### src/rtl/lot_controller.sv
// Parking-lot entry controller: round-robin gate arbitration for two entry
// lanes plus a clamped occupancy counter with saturation/tailgate reporting.
module lot_controller #(
  parameter int unsigned CAPACITY    = 255,
  parameter int unsigned CNT_W       = 8,
  parameter int unsigned GATE_CYCLES = 16
) (
  input  logic             clk,
  input  logic             rst_n,
  input  logic [1:0]       req,
  input  logic [1:0]       inc,
  input  logic             dec,
  input  logic             clear,
  output logic [1:0]       gate_open,
  output logic [CNT_W-1:0] count,
  output logic             full,
  output logic             empty,
  output logic             timeout,
  output logic             err
);

  typedef enum logic [1:0] {IDLE, OPEN, CLOSE} state_t;

  localparam int unsigned TW = (GATE_CYCLES > 1) ? $clog2(GATE_CYCLES) : 1;
  localparam logic [TW-1:0] T_LAST = TW'(GATE_CYCLES - 1);
  localparam int unsigned SW = CNT_W + 2;
  localparam logic [SW-1:0] CAP_W = SW'(CAPACITY);
  localparam logic [CNT_W-1:0] CAP_C = CNT_W'(CAPACITY);

  state_t        state;
  logic          ptr;
  logic          grant;
  logic [TW-1:0] timer;
  logic [1:0]    rst_sync;
  logic          run;
  logic          pick;

  logic [SW-1:0]    sum;
  logic [CNT_W-1:0] cnt_nxt;
  logic             clamp;
  logic             tail;

  // Reset asserts asynchronously but is released only after two clock edges.
  always_ff @(posedge clk or negedge rst_n) begin
    if (!rst_n) rst_sync <= '0;
    else        rst_sync <= {rst_sync[0], 1'b1};
  end

  assign run  = rst_sync[1];
  assign pick = req[ptr] ? ptr : ~ptr;

  // Two's-complement sum; the top bit flags an underflow below zero.
  always_comb begin
    sum     = {2'b00, count} + SW'(inc[0]) + SW'(inc[1]) - SW'(dec);
    cnt_nxt = sum[CNT_W-1:0];
    clamp   = 1'b0;
    if (sum[SW-1]) begin
      cnt_nxt = '0;
      clamp   = 1'b1;
    end else if (sum > CAP_W) begin
      cnt_nxt = CAP_C;
      clamp   = 1'b1;
    end
    tail = |(inc & ~gate_open);
  end

  always_ff @(posedge clk or negedge rst_n) begin
    if (!rst_n) begin
      count <= '0;
      full  <= 1'b0;
      empty <= 1'b1;
      err   <= 1'b0;
    end else if (run) begin
      if (clear) begin
        count <= '0;
        full  <= 1'b0;
        empty <= 1'b1;
        err   <= 1'b0;
      end else begin
        count <= cnt_nxt;
        full  <= (cnt_nxt == CAP_C);
        empty <= (cnt_nxt == '0);
        err   <= clamp | tail;
      end
    end
  end

  always_ff @(posedge clk or negedge rst_n) begin
    if (!rst_n) begin
      state     <= IDLE;
      ptr       <= 1'b0;
      grant     <= 1'b0;
      timer     <= '0;
      gate_open <= '0;
      timeout   <= 1'b0;
    end else if (run) begin
      case (state)
        IDLE: begin
          timeout <= 1'b0;
          if (|req && !full) begin
            grant     <= pick;
            ptr       <= ~pick;
            gate_open <= pick ? 2'b10 : 2'b01;
            timer     <= '0;
            state     <= OPEN;
          end
        end
        OPEN: begin
          if (inc[grant]) begin
            gate_open <= '0;
            state     <= CLOSE;
          end else if (timer == T_LAST) begin
            gate_open <= '0;
            timeout   <= 1'b1;
            state     <= CLOSE;
          end else begin
            timer <= timer + TW'(1);
          end
        end
        CLOSE: begin
          timeout <= 1'b0;
          state   <= IDLE;
        end
        default: begin
          gate_open <= '0;
          timeout   <= 1'b0;
          state     <= IDLE;
        end
      endcase
    end
  end

endmodule

### config.mk
export PLATFORM = sky130hd
export DESIGN_NAME = lot_controller
export DESIGN_NICKNAME = d
export VERILOG_FILES = /design/src/rtl/lot_controller.sv
export SDC_FILE = /design/constraint.sdc
export NUM_CORES = 1
export LEC_CHECK = 0
export BUFFER_PORTS_ARGS = -buffer_cell sky130_fd_sc_hd__buf_4
export CORE_AREA = 2 2 79 73
export DETAILED_ROUTE_END_ITERATION = 8
export DIE_AREA = 0 0 81 75
export PLACE_DENSITY_LB_ADDON = 0.25
export RECOVER_POWER = 25
export SYNTH_ARGS = -nofsm -noshare
export SYNTH_HDL_FRONTEND = slang
export SYNTH_SLANG_ARGS = --single-unit
### constraint.sdc
create_clock -name clk -period 2.95 [get_ports clk]
set_input_delay 0.59 -clock clk [delete_from_list [all_inputs] [get_ports clk]]
set_output_delay 0.59 -clock clk [all_outputs]
set_load 0.005 [all_outputs]
==> reports/qor.csv <==
metric,value,unit
outcome,finished clean,
final hold violation count,0,
initial antenna violation count,0,
Post-synth ARST share,100,%
Initial Utilization,29.6,%
vias post-DR,1252,
Peak Freq,0.353,GHz
register area share after synthesis,39.2,%
Final Skew,0.00456,ns
Root Buffer,clkbuf_8,
final wirelength,3.39,mm
Max IR drop VDD,0.000357,V
Core Region,5190,um^2
DR WL/cell,12.8,um
hold crit path type,reg2reg,
DRC Markers,0,
clock sinks,24,
CTS tree,yes,
max incr delay on CP,0.41,ns
fillers,556,
first-pass GRT wire length,5.62,mm
Sw Share,44.5,%
first-pass iteration count of the detailed router,4,
Cells after Synth,169,
Pint,1.23,mW
CP Cell Sequence,"buf_4, inv_1, ha_1, inv_1, fa_1, fa_2, a211oi_4, nor3_2, a211o_1, buf_4, a211oi_2, o22ai_1",
Comb pwr share,64.9,%
Final Critical Period,2.83,ns
Worst-Margin Slew,1.34,ns
all-layer global routing usage,11.9,%
vias per inst,4.72,
"flops & latches, synth",24,
DR iter-0 viols,55,
Final Max Slew Viols,0,
placed cells,260,
diode count,0,
Cell variety after synth,44,
Power Dens Cells,1190,nW/um^2
Final Util,36.0,%
post-route ant nets,0,
Syn Std Cell Area,1540,um^2
grt total ovfl,0,
max_cap viols,0,
DP Wirelength,2.67,mm
unrepaired setup endpoints after global routing,no,
fin nets,219,
Seq pwr share,24.8,%
Worst EP arrival,2.99,ns
# setup viols final,0,
final worst path period share,95.9,%
worst skew pair latency,0.27,ns
Yosys warning count,0,
CP Data Required Time,3.11,ns
die width,81,um
CP Class,in2reg,
DIE AREA,6080,um^2
fin cells,265,
register clock-pin slew on the reported worst setup and hold paths,0.09,ns
synth-to-layout area growth,21.6,%
Avg Inst Size Synth,9.08,um^2
Clock Power Share,10.3,%
Mapped Nets,189,
crit path capture type,register,
CP max stage cell,fa_2,
CTS max path bufs,2,
row count,25,
PortBufs,21,
GPL Wtd Cong,0.792,
crit start category,input port,
Post-synth EDFFs,0,
Overall Power,2.22,mW
total CTS buffers,3,
static leakage,0.881,nW
Synth Flop Type,dfrtp_1,
vias in the first global route,1194,
largest net degree at the start of global routing,25,
die height,75,um
layout cells sized above 1,21.7,%
Top-Level Pins,22,
CTS HTree Levels,1,
max_slew headroom,10.8,%
Max Fanout on Critical Path,5,
Switch Pwr,0.990,mW
## synth_stat cells, types with 2 or more instances
| library cell | number | share of area, % |
|---|---|---|
| dfrtp_1 | 23 | 37 |
| and3_1 | 3 | 1.2 |
| a211oi_2 | 2 | 1.6 |
| fa_1 | 2 | 2.6 |
| or3_1 | 2 | 0.81 |
| ha_1 | 10 | 8.1 |
| a31oi_1 | 2 | 0.81 |
| nor3_1 | 5 | 1.6 |
| inv_1 | 19 | 4.6 |
| o22ai_1 | 11 | 4.5 |
| xnor2_1 | 3 | 1.7 |
| a21oi_1 | 8 | 2.6 |
| nor2_1 | 19 | 4.6 |
| xor2_1 | 5 | 2.9 |
| nand2b_1 | 2 | 0.81 |
| o21ai_0 | 9 | 2.9 |
| nand2_1 | 11 | 2.7 |
| a21o_1 | 3 | 1.5 |
| nand3_1 | 4 | 1.3 |
| mux2i_1 | 2 | 1.3 |
## what timing repair did
action	4_1_cts	5_1_grt
gates resized for setup	0	3
hold buffers	0	0
buffers inserted	0	1
setup endpoints to repair	0	9
## registers in the layout, indices dropped and copies added (netlist names)
| register | flops |
|---|---|
| full | 1 |
| count | 8 |
| timeout | 1 |
| ptr | 1 |
| timer | 4 |
| state | 2 |
| empty | 1 |
| grant | 1 |
| rst_sync | 2 |
| gate_open | 2 |
| err | 1 |
## per-stage QoR
| stage | setup TNS (ns) | hold slack [ns] | cell area [um^2] | setup WS, ns |
|---|---|---|---|---|
| floorplan | 0 | 0.294 | 1540 | 0.0708 |
| global placement | -1.71 | 0.338 | 1790 | -0.204 |
| detailed placement | -1.87 | 0.340 | 1790 | -0.236 |
| CTS | 0 | 0.215 | 1850 | 0.0480 |
| global route | 0 | 0.387 | 1870 | 0.00123 |
| finish | 0 | 0.357 | 1870 | 0.121 |
## cell type report
type                    count  area, um^2  area share, %
multi-input cells         122         841           45.0
flip-flops and latches     24         602           32.2
repair buffers             29         214           11.5
well taps                  67        83.8           4.49
inverters                  19        71.3           3.82
clock buffers               4        55.1           2.95
## logic make-up (layout without fill, tap and decap cells)
kind of cell / count (synthesis) / in the layout / share of synthesized area, %
AOI/OAI and AO/OA: 46 / 46 / 19.7
xor gates and xnor gates: 8 / 8 / 4.56
adders and majority gates: 12 / 12 / 10.8
buffers and inverters: 23 / 52 / 7.01
DFF: 24 / 24 / 39.2
muxes: 2 / 2 / 1.30
other: 1 / 1 / 0.244
and+or+nand+nor: 53 / 53 / 17.2
## routing by layer
layer	up-vias	GRT usage, %	routed length, um
met5	-	0	0
met4	0	2.82	33
met3	5	2.76	108
met2	14	18.5	1500
met1	588	16.9	1750
li1	645	-	-
## critical path, delay by kind of cell
family          cells  cell delay (ns)
compound gates      4             0.87
buf+inv             4             0.34
fa+ha+maj           3             1.08
simple gates        1             0.09
## path summary, 6_finish.rpt
| kind | cells after the start | from | slack, ns | end |
|---|---|---|---|---|
| worst max register to register | 8 | count[0]$_DFFE_PN0P_ | 0.41 | err$_DFFE_PN0P_ |
| worst min-delay path | 0 | rst_sync[0]$_DFF_PN0_ | 0.36 | rst_sync[1]$_DFF_PN0_ |
| worst min register to register | 0 | rst_sync[0]$_DFF_PN0_ | 0.36 | rst_sync[1]$_DFF_PN0_ |
| max in group asynchronous | 1 | rst_n | 1.57 | grant$_DFFE_PN0P_ |
| worst max-delay path | 12 | inc[1] | 0.12 | err$_DFFE_PN0P_ |
| min in group asynchronous | 1 | rst_n | 0.60 | count[4]$_DFFE_PN0P_ |
## power by group through the flow
stage               logic (mW)  registers (mW)  clock network (mW)
finish                    1.44           0.551               0.229
global route              1.62           0.569               0.249
CTS                       1.42           0.554               0.240
detailed placement        1.42           0.559                   0
global placement          1.42           0.561                   0
floorplan                0.999           0.540                   0
## cells in the final DEF, fill, tap and decap left out, types with 5 or more instances in the layout
master   netlist  layout
a21oi_1        8       8
buf_4          1      28
dfrtp_1       23      23
ha_1          10      10
inv_1         19      19
nand2_1       11      11
nor2_1        19      19
o21ai_0        9       9
o22ai_1       11      11
xor2_1         5       5
Note: power is estimated with default switching activity, not from simulation.
